===== src/rtl/uart_pkg.sv =====
// uart_pkg: definitions shared by the UART serializer, receiver and TX scheduler.
//   uart_state_e    - scheduler FSM states (idle, load, send)
//   FRAME_DATA_BITS - start + 8 data + stop bits on the line per frame
//   baud_cnt_max()  - clk cycles per bit-time (integer division)
package uart_pkg;

    typedef enum logic [1:0] {
        StIdle,
        StLoad,
        StSend
    } uart_state_e;

    localparam int unsigned FRAME_DATA_BITS = 10;

    function automatic int unsigned baud_cnt_max(input int unsigned clk_freq,
                                                 input int unsigned uart_bps);
        return clk_freq / uart_bps;
    endfunction

endpackage


===== src/rtl/uart_rr_pick.sv =====
// uart_rr_pick: combinational rotate-priority picker.
//   req    (in)  per-channel request vector
//   rr_ptr (in)  channel that has highest priority this round
//   winner (out) index of the first set request scanning rr_ptr, rr_ptr+1, ...
//   valid  (out) at least one request is set
// Macro UART_SCHED_FIXED_PRIO_EN: lowest set index wins and rr_ptr is ignored.
module uart_rr_pick #(
    parameter int unsigned NUM_REQ = 4,
    localparam int unsigned IDX_W  = $clog2(NUM_REQ)
) (
    input  logic [NUM_REQ-1:0] req,
    input  logic [IDX_W-1:0]   rr_ptr,
    output logic [IDX_W-1:0]   winner,
    output logic               valid
);

    assign valid = |req;

`ifdef UART_SCHED_FIXED_PRIO_EN
    logic unused_rr_ptr;
    assign unused_rr_ptr = ^rr_ptr;

    // Descending scan: the last hit, i.e. the lowest index, wins.
    always_comb begin
        winner = '0;
        for (int i = int'(NUM_REQ) - 1; i >= 0; i--) begin
            if (req[IDX_W'(i)]) begin
                winner = IDX_W'(i);
            end
        end
    end
`else
    int unsigned        idx;
    logic [IDX_W-1:0]   sel;

    // Scan offsets from far to near so the channel closest to rr_ptr wins.
    always_comb begin
        winner = '0;
        idx    = 0;
        sel    = '0;
        for (int i = int'(NUM_REQ) - 1; i >= 0; i--) begin
            idx = (32'(rr_ptr) + $unsigned(i)) % NUM_REQ;
            sel = IDX_W'(idx);
            if (req[sel]) begin
                winner = sel;
            end
        end
    end
`endif

endmodule


===== src/rtl/uart_tx_sched.sv =====
// uart_tx_sched: shares one UART TX serializer between NUM_REQ byte producers.
// The serializer has no busy output and samples its data input live, so this
// block times every frame itself and holds tx_data for the whole frame.
//   clk      (in)  system clock
//   rst      (in)  synchronous reset, active-high
//   req      (in)  per-channel request level, held until ack
//   req_data (in)  channel i byte at [8*i+7:8*i]
//   ack      (out) one-cycle pulse: that channel's byte has been captured
//   tx_flag  (out) one-cycle start pulse to the serializer
//   tx_data  (out) byte to the serializer, stable for the frame
//   busy     (out) high while loading / sending a frame
//   grant_id (out) index of the channel being served
// Macro UART_SCHED_FIXED_PRIO_EN: fixed priority (lowest index), no rr_ptr.
module uart_tx_sched
    import uart_pkg::*;
#(
    parameter int unsigned NUM_REQ    = 4,
    parameter int unsigned UART_BPS   = 'd9600,
    parameter int unsigned CLK_FREQ   = 'd50_000_000,
    parameter int unsigned GUARD_BITS = 1,
    localparam int unsigned IDX_W     = $clog2(NUM_REQ)
) (
    input  logic                 clk,
    input  logic                 rst,
    input  logic [NUM_REQ-1:0]   req,
    input  logic [8*NUM_REQ-1:0] req_data,
    output logic [NUM_REQ-1:0]   ack,
    output logic                 tx_flag,
    output logic [7:0]           tx_data,
    output logic                 busy,
    output logic [IDX_W-1:0]     grant_id
);

    localparam int unsigned BAUD_CNT_MAX = baud_cnt_max(CLK_FREQ, UART_BPS);
    localparam int unsigned FRAME_CYCLES = BAUD_CNT_MAX * (FRAME_DATA_BITS + GUARD_BITS);
    localparam int unsigned CNT_W        = $clog2(FRAME_CYCLES);
    localparam logic [CNT_W-1:0] FRAME_LAST = CNT_W'(FRAME_CYCLES - 1);
    localparam logic [IDX_W-1:0] LAST_ID    = IDX_W'(NUM_REQ - 1);

    uart_state_e        state_q, state_d;
    logic [NUM_REQ-1:0] ack_q, ack_d;
    logic               tx_flag_q, tx_flag_d;
    logic [7:0]         tx_data_q, tx_data_d;
    logic               busy_q, busy_d;
    logic [IDX_W-1:0]   grant_q, grant_d;
    logic [CNT_W-1:0]   frame_cnt_q, frame_cnt_d;

    logic [IDX_W-1:0]   rr_ptr;
    logic [IDX_W-1:0]   pick_id;
    logic               pick_valid;

    uart_rr_pick #(
        .NUM_REQ (NUM_REQ)
    ) u_pick (
        .req    (req),
        .rr_ptr (rr_ptr),
        .winner (pick_id),
        .valid  (pick_valid)
    );

`ifdef UART_SCHED_FIXED_PRIO_EN
    assign rr_ptr = '0;
`else
    logic [IDX_W-1:0] rr_ptr_q, rr_ptr_d;

    assign rr_ptr = rr_ptr_q;

    always_ff @(posedge clk) begin
        if (rst) begin
            rr_ptr_q <= '0;
        end else begin
            rr_ptr_q <= rr_ptr_d;
        end
    end
`endif

    always_ff @(posedge clk) begin
        if (rst) begin
            state_q     <= StIdle;
            ack_q       <= '0;
            tx_flag_q   <= 1'b0;
            tx_data_q   <= 8'h00;
            busy_q      <= 1'b0;
            grant_q     <= '0;
            frame_cnt_q <= '0;
        end else begin
            state_q     <= state_d;
            ack_q       <= ack_d;
            tx_flag_q   <= tx_flag_d;
            tx_data_q   <= tx_data_d;
            busy_q      <= busy_d;
            grant_q     <= grant_d;
            frame_cnt_q <= frame_cnt_d;
        end
    end

    always_comb begin
        state_d     = state_q;
        ack_d       = '0;
        tx_flag_d   = 1'b0;
        tx_data_d   = tx_data_q;
        busy_d      = busy_q;
        grant_d     = grant_q;
        frame_cnt_d = frame_cnt_q;
`ifndef UART_SCHED_FIXED_PRIO_EN
        rr_ptr_d    = rr_ptr_q;
`endif
        unique case (state_q)
            StIdle: begin
                if (pick_valid) begin
                    ack_d[pick_id] = 1'b1;
                    tx_data_d      = req_data[{pick_id, 3'b000} +: 8];
                    grant_d        = pick_id;
                    busy_d         = 1'b1;
                    state_d        = StLoad;
                end
            end
            StLoad: begin
                tx_flag_d   = 1'b1;
                frame_cnt_d = '0;
                state_d     = StSend;
            end
            StSend: begin
                frame_cnt_d = frame_cnt_q + 1'b1;
                if (frame_cnt_q == FRAME_LAST) begin
                    state_d = StIdle;
                    busy_d  = 1'b0;
`ifndef UART_SCHED_FIXED_PRIO_EN
                    // Served channel drops to lowest priority next round.
                    rr_ptr_d = (grant_q == LAST_ID) ? '0 : grant_q + 1'b1;
`endif
                end
            end
            default: state_d = StIdle;
        endcase
    end

    assign ack      = ack_q;
    assign tx_flag  = tx_flag_q;
    assign tx_data  = tx_data_q;
    assign busy     = busy_q;
    assign grant_id = grant_q;

endmodule


===== config.mk =====
export PLATFORM = sky130hd
export DESIGN_NAME = uart_tx_sched
export DESIGN_NICKNAME = d
export VERILOG_FILES = /design/src/rtl/uart_pkg.sv /design/src/rtl/uart_rr_pick.sv /design/src/rtl/uart_tx_sched.sv
export SDC_FILE = /design/constraint.sdc
export NUM_CORES = 1
export LEC_CHECK = 0
export CAP_MARGIN = 40
export CORE_ASPECT_RATIO = 0.9
export CORE_MARGIN = 2
export CORE_UTILIZATION = 34
export DETAILED_ROUTE_END_ITERATION = 8
export HOLD_SLACK_MARGIN = 0.05
export PLACE_DENSITY = 0.63
export SYNTH_ARGS = -nofsm -noshare
export SYNTH_HDL_FRONTEND = slang
export SYNTH_SLANG_ARGS = --single-unit

===== constraint.sdc =====
create_clock -name clk -period 2.1 [get_ports clk]
set_input_delay 0.42 -clock clk [delete_from_list [all_inputs] [get_ports clk]]
set_output_delay 0.42 -clock clk [all_outputs]
set_load 0.02 [all_outputs]

======== Yosys cells after proc, flatten, opt, wreduce, memory -nomap -nowiden ========
Cells that the tools add are included.
W data, S select, Z words.
word-level totals
  bits in registers ....................... 36
  bits of input ports ..................... 38
  output and inout port bits .............. 16
  logic and storage cells ................. 61
operators by class
  $add $sub $neg .......................... 5
  magnitude comparators ................... 6
  eq/ne operators ......................... 6
  shift-type cells ........................ 1
  muxes and demuxes ....................... 23
  bitwise operators ....................... 2
  reduce and logical (&&, ||, !) cells .... 10
operator list
  operator                 count
  $pmux W16 S2             1
  $shiftx A32 B6 Y8        1
  $add A16 B1 Y16 const B  1
  $eq A16 B16 Y1 const B   1
  $lt A2 B3 Y1 const B     5
  $mux W2                  7
  $bmux W1 S2              4
  $mux W1                  8
  $pmux W2 S3              1
  $reduce_and A2 Y1        3
  $add A2 B1 Y2 const B    2
  $add A2 B2 Y2 const B    2
  $eq A2 B2 Y1 const B     2
  $ne A2 B2 Y1 const B     2
  $reduce_bool A2 Y1       2
  $reduce_or A4 Y1         1
  $reduce_and A3 Y1        1
  $reduce_or A3 Y1         1
  $demux W1 S2             1
  $eq A2 B1 Y1 const B     1
  $ge A2 B1 Y1 const B     1
  $logic_not A2 Y1         1
  $not A1 Y1               2
  $pmux W1 S2              1
  $logic_and A1 B1 Y1      1

======== Longest topological paths before layout ========
Gate-level depths: netlist of the first run.
  word-level depth ........................ 11
  mapped depth ............................ 8
  depth with buffers taken out ............ 7

======== Hierarchy ========
From an unflattened synthesis of the first run, not the netlist that was laid out.
unflattened totals
  cells, all modules ...................... 197
  area total of the unflattened synthesis .. 1783.0 sq um
by module, submodules not included
  module         times used  cells an instance  area an instance (sq um)  seq. area each (sq um)
  uart_tx_sched  1           184                1705.4                    720.7
  uart_rr_pick   1           13                 77.6                      0.0

======== Worst setup path before layout of the first run ========
OpenSTA, ideal clock, no wires.
  path type ............................... register to register
  start point ............................. reg state_q[0]
  end point ............................... reg frame_cnt_q[10]
  library setup time ...................... 0.070 ns
  data arrival time ....................... 1.597 ns
  data required time ...................... 2.030 ns
  setup slack ............................. 0.433 ns
  stages on the path, launching flop included .. 8
  buffers on the path ..................... 1
  period minus slack after synthesis ...... 1.667 ns
  cell sequence ........................... dfxtp_1 > inv_1 > ha_1 > buf_2 > and3_1 > nand4_1 > or3_1 > a21oi_1
between the ends
  longest elaborated chain between the ends .. 2
  elaborated cells between the ends (all ways) .. 4
  those cells by class .................... eq/ne: 2; mux: 1; reduce/logical: 1
RTL lines
  item                                                       RTL line              RTL
  start, declared                                            uart_tx_sched.sv:40   uart_state_e state_q, state_d;
  start signal, assigned                                     uart_tx_sched.sv:79   state_q <= StIdle;
  start signal, assigned                                     uart_tx_sched.sv:87   state_q <= state_d;
  $eq A2 B2 Y1 / $eq A2 B1 Y1 (equally long branches)        uart_tx_sched.sv:108  unique case (state_q)
  $pmux W16 S2 / $reduce_bool A2 Y1 (equally long branches)  -
  end signal, assigned                                       uart_tx_sched.sv:93   frame_cnt_q <= frame_cnt_d;
  end, declared                                              uart_tx_sched.sv:46   logic [CNT_W-1:0] frame_cnt_q, frame_cnt_d;
Several ways; a longest one is shown, not always the timed one.
A chain may end at the register's enable or synchronous reset.

======== Final worst setup path of the first run ========
  start point ............................. in req[2]
  end point ............................... reg tx_data_q[6], in the netlist tx_data[6]
between the ends
  longest elaborated chain between the ends .. 7
  elaborated cells between the ends (all ways) .. 15
  those cells by class .................... shift: 1; mux: 12; reduce/logical: 2
RTL lines
  item                           RTL line              RTL
  start, declared                uart_tx_sched.sv:25   input logic [NUM_REQ-1:0] req,
  $bmux W1 S2                    uart_rr_pick.sv:44    if (req[sel]) begin
  $mux W1 (not written as such)  uart_rr_pick.sv:44
  $mux W2 (4 in series)          uart_rr_pick.sv:44
  $shiftx A32 B6 Y8              uart_tx_sched.sv:112  tx_data_d = req_data[{pick_id, 3'b000} +: 8];
  end signal, assigned           uart_tx_sched.sv:90   tx_data_q <= tx_data_d;
  end, declared                  uart_tx_sched.sv:43   logic [7:0] tx_data_q, tx_data_d;
Several ways; a longest one is shown, not always the timed one. The select of a mux whose other input is x is not followed.

==> results of run 1 <==
power by group:
part           leakage (nW)  internal, mW  total [mW]  switching [mW]
clock                0.0510         0.262       0.510           0.248
sequential            0.293         0.738       0.772          0.0337
combinational         0.595         0.258       0.484           0.226
worst max-delay path, cell delays in order:
cell and delay, ns:
clkdlybuf4s50_1 0.44, nor4_1 0.48, nand2b_2 0.23, nor2_1 0.06, nand2_1 0.27, o221ai_1 0.19
state kept, by name (all words and copies together) (netlist names):
register,count
state_q,2
tx_flag,1
ack,4
frame_cnt_q,16
busy,1
grant_id,2
tx_data,8
rr_ptr,2
kinds of logic after synthesis:
kind of cell	count (synthesis)	share of synthesized area (%)
compound gates	21	8.77
xor+xnor	14	6.82
fa+ha+maj	6	4.18
buf+inv	12	3.34
flops	36	40.1
mux	21	11.7
simple gates	82	25.1
path summary, 6_finish.rpt:
check / cells after the start / end / from
min reg2reg: 2 / tx_data[1] / tx_data[1]
min: 2 / tx_data[1] / tx_data[1]
max: 6 / tx_data[6] / req[2]
max reg2reg: 6 / frame_cnt_q[10] / state_q[1]
metrics by stage:
| stage | setup slack [ns] | hold slack [ns] | total power [mW] |
|---|---|---|---|
| 2_1_floorplan | 0.433 | 0.462 | 1.04 |
| 3_3_place_gp | -0.0420 | 0.443 | 1.27 |
| 3_5_place_dp | -0.142 | 0.451 | 1.28 |
| 4_1_cts | 0.162 | 0.473 | 1.79 |
| 5_1_grt | 0.0496 | 0.507 | 1.86 |
| 6_report | 0.145 | 0.466 | 1.77 |
area by class of cell:
cell class	count	area share, %
Clock inverter	2	0.390
Inverter	5	0.732
Multi-Input combinational cell	144	39.7
Clock buffer	6	3.22
Sequential cell	36	28.1
Tap cell	67	3.27
Timing Repair Buffer	63	24.6
synth_stat cells (2+ instances only):
cell      instances  area share [%]
nand3_1           7             1.9
clkbuf_1          2            0.42
nand2b_1          3             1.0
dfxtp_1          36              40
mux2i_1          21              12
a21oi_1           5             1.4
nand2_1          21             4.4
o221ai_1          8             3.9
nand4_1           3             1.0
and4_1            2            0.97
nor2_1           26             5.4
xnor2_1           5             2.4
a21o_1            2            0.83
and3_1            5             1.7
buf_2             2            0.56
or3_1             2            0.70
inv_1             5             1.0
nor2b_1           4             1.4
ha_1              6             4.2
nor4_2            3             2.1
xor2_1            9             4.4
placed cells by master, fill, tap and decap left out, types with 2 or more instances in the layout:
cell and n:
a21o_1 2, a21oi_1 5, xor2_1 9, clkbuf_8 6, xnor2_1 5, clkinv_2 2
nand3_1 7, inv_1 5, nand4_1 3, buf_4 8, ha_1 6, nand2_1 21
nand2b_1 3, nor4_2 3, o221ai_1 8, mux2i_1 21, buf_12 2, and4_1 2
and3_1 5, nor2_1 26, or3_1 2, nor2b_1 4, clkdlybuf4s50_1 53, dfxtp_1 36
layer usage:
layer	track usage, %	vias up
li1	-	800
met1	20.9	713
met2	21.5	25
met3	3.84	9
met4	7.72	0
met5	0	-
==> results.md, run 1 <==
* Outcome: completed
* Post-route clock skew at 0.00862 ns
* Met3 routed WL at 152 um
* Routed wire length at 4070 um
* Metal2 WL at 1800 um
* Number of global-route vias before repair at 1449
* Pwr Density at 689 mW/mm^2
* Row count at 25
* Worst slew margin at 67.8%
* Routability-driven placement congestion ratio at 0.749
* Mapped Area at 0.00180 sq mm
* CTS tree: built
* Hpwl dp at 3100 um
* Final min period at 1.96 ns
* Worst-case clock buffer depth at 2
* Clock-pin slew on the worst setup and hold paths at 0.07 ns
* Port Buffers at 53
* Flop-to-flop setup slack at 0.36 ns
* Initial antenna violation count at 0
* Iteration-0 DRC Markers at 60
* Die width at 80.7 um
* Gr ovfl total at 0
* Fin crit share at 93.1%
* Gr usage total at 15.0%
* Setup CP Type: in -> reg
* Fraction of layout cells with a size suffix above 1 at 11.3%
* CTS buffer count at 5
* Die footprint at 0.00589 sq mm
* Critical path endpoint category: register
* Setup Fix Bufs, Post-CTS at 0
* Drt first pass iters at 4
* Setup TNS at 0 ns
* Routed Antenna Nets at 0
* Max layer used: met4
* Slew @ Worst Pin at 0.478 ns
* Unrepaired setup endpoints after global routing: false
* Netlist cell types at 36
* Synth Register Bits at 36
* Drt wl/cell at 12.6 um
* Worst VDD drop at 0.339 mV
* CTS resizes at 0
* Register area share after synthesis at 40.1%
* Worst setup SP type: input pin
* Critical path fanouts, max at 9
* First-pass GRT wire length at 6780 um
* Vias at 1547
* Final non-filler cell area at 0.00256 sq mm
* Worst hold path type: reg -> reg
* Worst Path Arrival at 2.10 ns
* Top FF cell, synth: dfxtp_1
* DP Cell Count at 315
* Leak at 0.939 nW
* Met1 WL at 2010 um
* Vias per cell at 4.79
* Hold buffers post-CTS at 0
* Register area at 721 sq um
* Final setup violation count at 0
* Largest net degree at the start of global routing at 22
* Starting Density at 34.8%
* Worst EP required at 2.24 ns
* Root buffer cell: clkbuf_8
* Syn_nets at 236
* Clock Sinks at 36
* Worst-Skew Late Latency at 0.29 ns
* Core area at 0.00516 sq mm
* Utilization after layout at 49.7%
* Post-DP Area at 0.00247 sq mm
* Final nets at 299
* H-tree Lvls at 2
* Ports at 54
* Final cell count without fillers at 323
* Area of the multi-input gates at 0.00102 sq mm
* DRC errors left at 0
* Fmax at 0.511 GHz
* Fin. Hold Viols at 0
* Die Height at 73.0 um
* Synth warn at 0
* Number of synthesized flops with an enable pin at 0
* Slew Viols, Final at 0
* Post-Synthesis Cells at 192
* Antenna cell count at 0
* Avg Synthesized Cell Area at 9.36 sq um
* Asr flop ratio synth at 0%
* Fill cells at 474
* Max_cap viols at 0
* Area grow syn2layout at 42.6%
Power figures use the tool's default switching activity.
==> run 2, diff against run 1 <==
--- a/config.mk
+++ b/config.mk
@@ -8,5 +8,4 @@
 export CAP_MARGIN = 40
 export CORE_ASPECT_RATIO = 0.9
-export CORE_MARGIN = 2
 export CORE_UTILIZATION = 34
 export DETAILED_ROUTE_END_ITERATION = 8
@@ -16,2 +15,3 @@
 export SYNTH_HDL_FRONTEND = slang
 export SYNTH_SLANG_ARGS = --single-unit
+export TNS_END_PERCENT = 5
==> constraint.sdc (replaced) <==
create_clock -name clk -period 2.1 [get_ports clk]
set_input_delay 0.315 -clock clk [delete_from_list [all_inputs] [get_ports clk]]
set_output_delay 0.315 -clock clk [all_outputs]
set_load 0.02 [all_outputs]
==> run 2 against run 1 <==
Global-route usage rose by 0.60 points; maximum frequency rose by 10%; total power fell by 5.5%; worst hold slack lost 0.0028 ns; core utilization up 0.98 points; highest routed layer unchanged; wire length decreased by 3.9%; register-to-register slack got worse by 0.03 ns; final area fell by 2.1%; via count down 3.1%; die area decreased by 5.2%; clock power fell by 16%; cell count fell by 2.2%.
==> results.md, run 2 (synthesized netlist as in run 1, its figures left out) <==
* Outcome: completed (unchanged)
* Drt first pass iters at 4 (unchanged)
* Area grow syn2layout at 39.6% (was 42.6%)
* Clock-pin slew on the worst setup and hold paths at 0.06 ns (was 0.07 ns)
* Starting Density at 36.3% (was 34.8%)
* Routed Antenna Nets at 0 (unchanged)
* Port Buffers at 53 (unchanged)
* Gr ovfl total at 0 (unchanged)
* Reg power frac at 46.2% (was 43.7%)
* Critical path endpoint category: register (unchanged)
* Slew @ Worst Pin at 0.397 ns (was 0.478 ns)
* Setup Fix Bufs, Post-CTS at 0 (unchanged)
* Utilization after layout at 50.7% (was 49.7%)
* Worst EP required at 2.32 ns (was 2.24 ns)
* Routed wire length at 3910 um (was 4070 um)
* Commonest cells after routing, fill and taps aside: clkdlybuf4s50_1 (53), dfxtp_1 (36), nor2_1 (26), nand2_1 (21), mux2i_1 (21) (unchanged)
* Worst-Skew Late Latency at 0.28 ns (was 0.29 ns)
* DRC errors left at 0 (unchanged)
* Slowest CP cell: ha_1 (was nor4_1)
* Leak at 0.909 nW (was 0.939 nW)
* CP cell instances: inv_1 > ha_1 > and3_1 > nand4_1 > or3_1 > a21oi_1 (was clkdlybuf4s50_1 > nor4_1 > nand2b_2 > nor2_1 > nand2_1 > o221ai_1)
* Fraction of layout cells with a size suffix above 1 at 9.56% (was 11.3%)
* Met2 usage at 23.8% (was 21.5%)
* CTS buffer count at 5 (unchanged)
* Worst-case clock buffer depth at 2 (unchanged)
* Final worst setup slack at 0.329 ns (was 0.145 ns)
* Final cell count without fillers at 316 (was 323)
* Gr usage total at 15.6% (was 15.0%)
* Die Height at 71.0 um (was 73.0 um)
* Worst hold path type: reg -> reg (unchanged)
* Number of global-route vias before repair at 1480 (was 1449)
* Final min period at 1.77 ns (was 1.96 ns)
* Comb pwr share at 28.1% (was 27.4%)
* Root buffer cell: clkbuf_8 (unchanged)
* Post-DP Area at 0.00244 sq mm (was 0.00247 sq mm)
* Critical path fanouts, max at 5 (was 9)
* Antenna cell count at 0 (unchanged)
* Max reg flops at 16 (unchanged)
* CTS tree: built (unchanged)
* Fin crit share at 84.3% (was 93.1%)
* Final nets at 297 (was 299)
* Commonest non-fill, non-tap cell in the layout: clkdlybuf4s50_1 (unchanged)
* Buffer and inverter count on the worst path at 1 (unchanged)
* Pwr Total at 1.67 mW (was 1.77 mW)
* Clock Sinks at 36 (unchanged)
* Final non-filler cell area at 0.00251 sq mm (was 0.00256 sq mm)
* Worst VDD drop at 0.262 mV (was 0.339 mV)
* Vias per cell at 4.74 (was 4.79)
* Hpwl dp at 3010 um (was 3100 um)
* Die width at 78.7 um (was 80.7 um)
* First-pass GRT wire length at 6720 um (was 6780 um)
* Setup TNS at 0 ns (unchanged)
* Pre-CTS setup slack at 0.0458 ns (was -0.142 ns)
* Pwr Density at 665 mW/mm^2 (was 689 mW/mm^2)
* H-tree Lvls at 2 (unchanged)
* Hold path cells at 2 (unchanged)
* Global-route layer with the greatest usage: met2 (unchanged)
* Worst Reg-to-Reg Cells at 6 (unchanged)
* Final setup violation count at 0 (unchanged)
* Fill cells at 484 (was 474)
* Largest net degree at the start of global routing at 22 (unchanged)
* Met3 Track Usage GR at 3.74% (was 3.84%)
* CP Depth at 6 (unchanged)
* Initial antenna violation count at 0 (unchanged)
* Core area at 0.00495 sq mm (was 0.00516 sq mm)
* Vias at 1499 (was 1547)
* Sw Ratio at 28.1% (was 28.8%)
* Fmax at 0.565 GHz (was 0.511 GHz)
* Hold buffers post-CTS at 0 (unchanged)
* Fin. Hold Viols at 0 (unchanged)
* Crit-path leading delay family: simple AND/OR/NAND/NOR gates (unchanged)
* Setup CP Type: reg -> reg (was in -> reg)
* Worst slew margin at 73.5% (was 67.8%)
* Crit path largest cell delay at 0.36 ns (was 0.48 ns)
* Clock share of power at 25.7% (was 28.9%)
* Switching pwr at 0.469 mW (was 0.508 mW)
* Iteration-0 DRC Markers at 38 (was 60)
* Routability-driven placement congestion ratio at 0.759 (was 0.749)
* Worst setup SP type: register (was input pin)
* GR Layer Usage met1 at 20.8% (was 20.9%)
* Int Power at 1.20 mW (was 1.26 mW)
* Worst Path Arrival at 1.99 ns (was 2.10 ns)
* CTS resizes at 0 (unchanged)
* Largest Register: frame_cnt_q (unchanged)
* Hold_ws at 0.464 ns (was 0.466 ns)
* DP Cell Count at 311 (was 315)
* Row count at 24 (was 25)
* Post-route clock skew at 0.00258 ns (was 0.00862 ns)
* Ports at 54 (unchanged)
* Slew Viols, Final at 0 (unchanged)
* Max_cap viols at 0 (unchanged)
* Unrepaired setup endpoints after global routing: false (unchanged)
* Die footprint at 0.00558 sq mm (was 0.00589 sq mm)
* Drt wl/cell at 12.4 um (was 12.6 um)
## run 2: cell types whose count changed in the layout (fill, tap and decap cells not counted)
cell and change:
buf_12 -1, clkbuf_8 -1, buf_4 -1, clkinv_2 -2
## run 2: power by group through the flow
stage / Clock [mW] / Sequential [mW] / Combinational [mW]
floorplan: 0 / 0.833 / 0.203
global placement: 0 / 0.786 / 0.473
detailed placement: 0 / 0.786 / 0.473
CTS: 0.456 / 0.772 / 0.475
global route: 0.480 / 0.777 / 0.515
finish: 0.430 / 0.771 / 0.468
## run 2: worst min-delay path, delay by kind of cell, from the launching register on
family	cells	cell delay, ns
AOI/OAI and AO/OA	1	0.06
DFF	1	0.32
and+or+nand+nor	1	0.05
## run 2: worst paths after layout
path | startpoint | to | slack (ns)
hold / removal | tx_data[2] | tx_data[2] | 0.46
setup reg to reg | state_q[0] | frame_cnt_q[10] | 0.33
setup / recovery | state_q[0] | frame_cnt_q[10] | 0.33
hold reg to reg | tx_data[2] | tx_data[2] | 0.46
## run 2: metal layers
layer / wire [um] / share of wire, %
met5: 0 / 0
met1: 1930 / 49
met3: 122 / 3.1
met2: 1780 / 46
met4: 73 / 1.9
## run 2: final cells by class
cell class / count / area [sq um] / area share, %
Multi-Input combinational cell: 144 / 1020 / 40.5
Sequential cell: 36 / 721 / 28.7
Timing Repair Buffer: 61 / 603 / 24.0
Tap cell: 65 / 81.3 / 3.24
Clock buffer: 5 / 68.8 / 2.74
Inverter: 5 / 18.8 / 0.748
==> run 3, diff against run 2 <==
Clock period 2.1 ns to 1.8 ns, I/O delays scaled along.
==> run 3 against run 2 <==
Final area grew 4.0%; first-iteration DRC count grew 45%; core utilization grew 2.0 points; combinational power grew 30%; maximum frequency grew 4.2%; global-route usage grew 0.48 points; sequential share of layout area shrank 1.0 points; largest cell class unchanged; largest power group unchanged.
==> results.md, run 3 (synthesized netlist as in run 1, its figures left out) <==
* Outcome: completed (unchanged)
* Switching pwr at 0.570 mW (was 0.469 mW)
* Pwr Density at 772 mW/mm^2 (was 665 mW/mm^2)
* Fraction of layout cells with a size suffix above 1 at 14.5% (was 9.56%)
* DP Cell Count at 315 (was 311)
* CP Depth at 6 (unchanged)
* Clock Sinks at 36 (unchanged)
* Reg power frac at 44.8% (was 46.2%)
* Slew Viols, Final at 0 (unchanged)
* Ports at 54 (unchanged)
* Worst setup SP type: register (unchanged)
* Worst hold path type: reg -> reg (unchanged)
* CP cell instances: inv_1 > ha_4 > and3_4 > nand4_1 > or3_4 > a21oi_2 (was inv_1 > ha_1 > and3_1 > nand4_1 > or3_1 > a21oi_1)
* Gr usage total at 16.1% (was 15.6%)
* Unrepaired setup endpoints after global routing: false (unchanged)
* Vias at 1517 (was 1499)
* CTS buffer count at 5 (unchanged)
* Gr ovfl total at 0 (unchanged)
* Utilization after layout at 52.7% (was 50.7%)
* Area grow syn2layout at 45.2% (was 39.6%)
* Crit-path leading delay family: simple AND/OR/NAND/NOR gates (unchanged)
* Initial antenna violation count at 0 (unchanged)
* Clock share of power at 25.0% (was 25.7%)
* Hold path cells at 2 (unchanged)
* Number of global-route vias before repair at 1473 (was 1480)
* Iteration-0 DRC Markers at 55 (was 38)
* Die Height at 71.0 um (unchanged)
* Fin. Hold Viols at 0 (unchanged)
* Routability-driven placement congestion ratio at 0.775 (was 0.759)
* Drt first pass iters at 4 (unchanged)
* Fin crit share at 94.4% (was 84.3%)
* Critical path fanouts, max at 4 (was 5)
* Starting Density at 36.3% (unchanged)
* Pwr Total at 2.02 mW (was 1.67 mW)
* Clock-pin slew on the worst setup and hold paths at 0.06 ns (about the same)
* H-tree Lvls at 2 (unchanged)
* Crit path largest cell delay at 0.42 ns (was 0.36 ns)
* Routed Antenna Nets at 0 (unchanged)
* Commonest cells after routing, fill and taps aside: clkdlybuf4s50_1 (53), dfxtp_1 (34), nor2_1 (26), mux2i_1 (21), nand2_1 (20) (was clkdlybuf4s50_1 (53), dfxtp_1 (36), nor2_1 (26), nand2_1 (21), mux2i_1 (21))
* Commonest non-fill, non-tap cell in the layout: clkdlybuf4s50_1 (unchanged)
* Int Power at 1.45 mW (was 1.20 mW)
* First-pass GRT wire length at 6930 um (was 6720 um)
* Worst Path Arrival at 1.92 ns (was 1.99 ns)
* Row count at 24 (unchanged)
* Port Buffers at 53 (unchanged)
* Leak at 0.946 nW (was 0.909 nW)
* Setup CP Type: reg -> reg (unchanged)
* CTS tree: built (unchanged)
* Largest net degree at the start of global routing at 19 (was 22)
* Core area at 0.00495 sq mm (unchanged)
* Worst EP required at 2.02 ns (was 2.32 ns)
* Post-route clock skew at 0.00441 ns (was 0.00258 ns)
* Slew @ Worst Pin at 0.349 ns (was 0.397 ns)
* Buffer and inverter count on the worst path at 1 (unchanged)
* Hpwl dp at 3140 um (was 3010 um)
* Slowest CP cell: or3_4 (was ha_1)
* Root buffer cell: clkbuf_8 (unchanged)
* Critical path endpoint category: register (unchanged)
* Worst Reg-to-Reg Cells at 6 (unchanged)
* Fmax at 0.588 GHz (was 0.565 GHz)
* Sw Ratio at 28.3% (was 28.1%)
* DRC errors left at 0 (unchanged)
* Max reg flops at 16 (unchanged)
* Die width at 78.7 um (unchanged)
* Final nets at 302 (was 297)
* Worst-case clock buffer depth at 2 (unchanged)
* Max_cap viols at 0 (unchanged)
* Antenna cell count at 0 (unchanged)
* Worst VDD drop at 0.321 mV (was 0.262 mV)
* Drt wl/cell at 12.7 um (was 12.4 um)
* Fill cells at 466 (was 484)
* Die footprint at 0.00558 sq mm (unchanged)
* Largest Register: frame_cnt_q (unchanged)
* Setup TNS at 0 ns (unchanged)
* Hold buffers post-CTS at 0 (unchanged)
* Final cell count without fillers at 321 (was 316)
* Final min period at 1.70 ns (was 1.77 ns)
* Worst slew margin at 76.5% (was 73.5%)
* Routed wire length at 4070 um (was 3910 um)
* Vias per cell at 4.73 (was 4.74)
* Final setup violation count at 0 (unchanged)
* Worst-Skew Late Latency at 0.28 ns (about the same)
* Comb pwr share at 30.2% (was 28.1%)
## run 3: cell count changes in the layout (fill, tap and decap cells not counted), sizes merged
cell,previous run,this run
buf,8,13
## run 3: worst min-delay path, cell delays in order (launching register included)
cell and delay [ns]:
dfxtp_1 0.32, nand2_1 0.05, o221ai_1 0.06
## run 3: repair_timing
action                                  CTS  global route
setup buffers                             0             1
resized for setup                         0             8
endpoints found under the setup margin    0             9
## run 3: final timing paths
check	from	endpoint	slack [ns]
hold reg to reg	tx_data[0]	tx_data[0]	0.46
setup reg to reg	state_q[0]	frame_cnt_q[10]	0.10
hold / removal	tx_data[0]	tx_data[0]	0.46
setup / recovery	state_q[0]	frame_cnt_q[10]	0.10
## run 3: routing by layer
layer  up-vias  track usage (%)  wire length [um]
met2        17             24.4              1870
li1        802                -                 -
met4         0             6.17                59
met5         -                0                 0
met1       693             21.9              2020
met3         5             4.13               121
## run 3: stage by stage
step | area (sq um) | hold slack, ns | setup slack, ns
global placement | 2500 | 0.444 | -0.125
CTS | 2560 | 0.472 | 0.0750
floorplan | 1800 | 0.462 | 0.133
finish | 2610 | 0.463 | 0.101
global route | 2610 | 0.504 | 0.0131
detailed placement | 2500 | 0.455 | -0.164
## run 3: power by group through the flow
stage	logic, mW	clock network, mW	registers, mW
after floorplan	0.237	0	0.972
after global placement	0.595	0	0.918
after detailed placement	0.596	0	0.918
after CTS	0.598	0.532	0.901
after global routing	0.667	0.571	0.912
final	0.610	0.503	0.903
## run 3: cell type report
| type | count | area [sq um] | share of cell area (%) |
|---|---|---|---|
| Inverter | 5 | 18.8 | 0.719 |
| Multi-Input combinational cell | 144 | 1050 | 40.3 |
| Clock buffer | 5 | 68.8 | 2.64 |
| Sequential cell | 36 | 723 | 27.7 |
| Timing Repair Buffer | 66 | 666 | 25.5 |
| Tap cell | 65 | 81.3 | 3.12 |
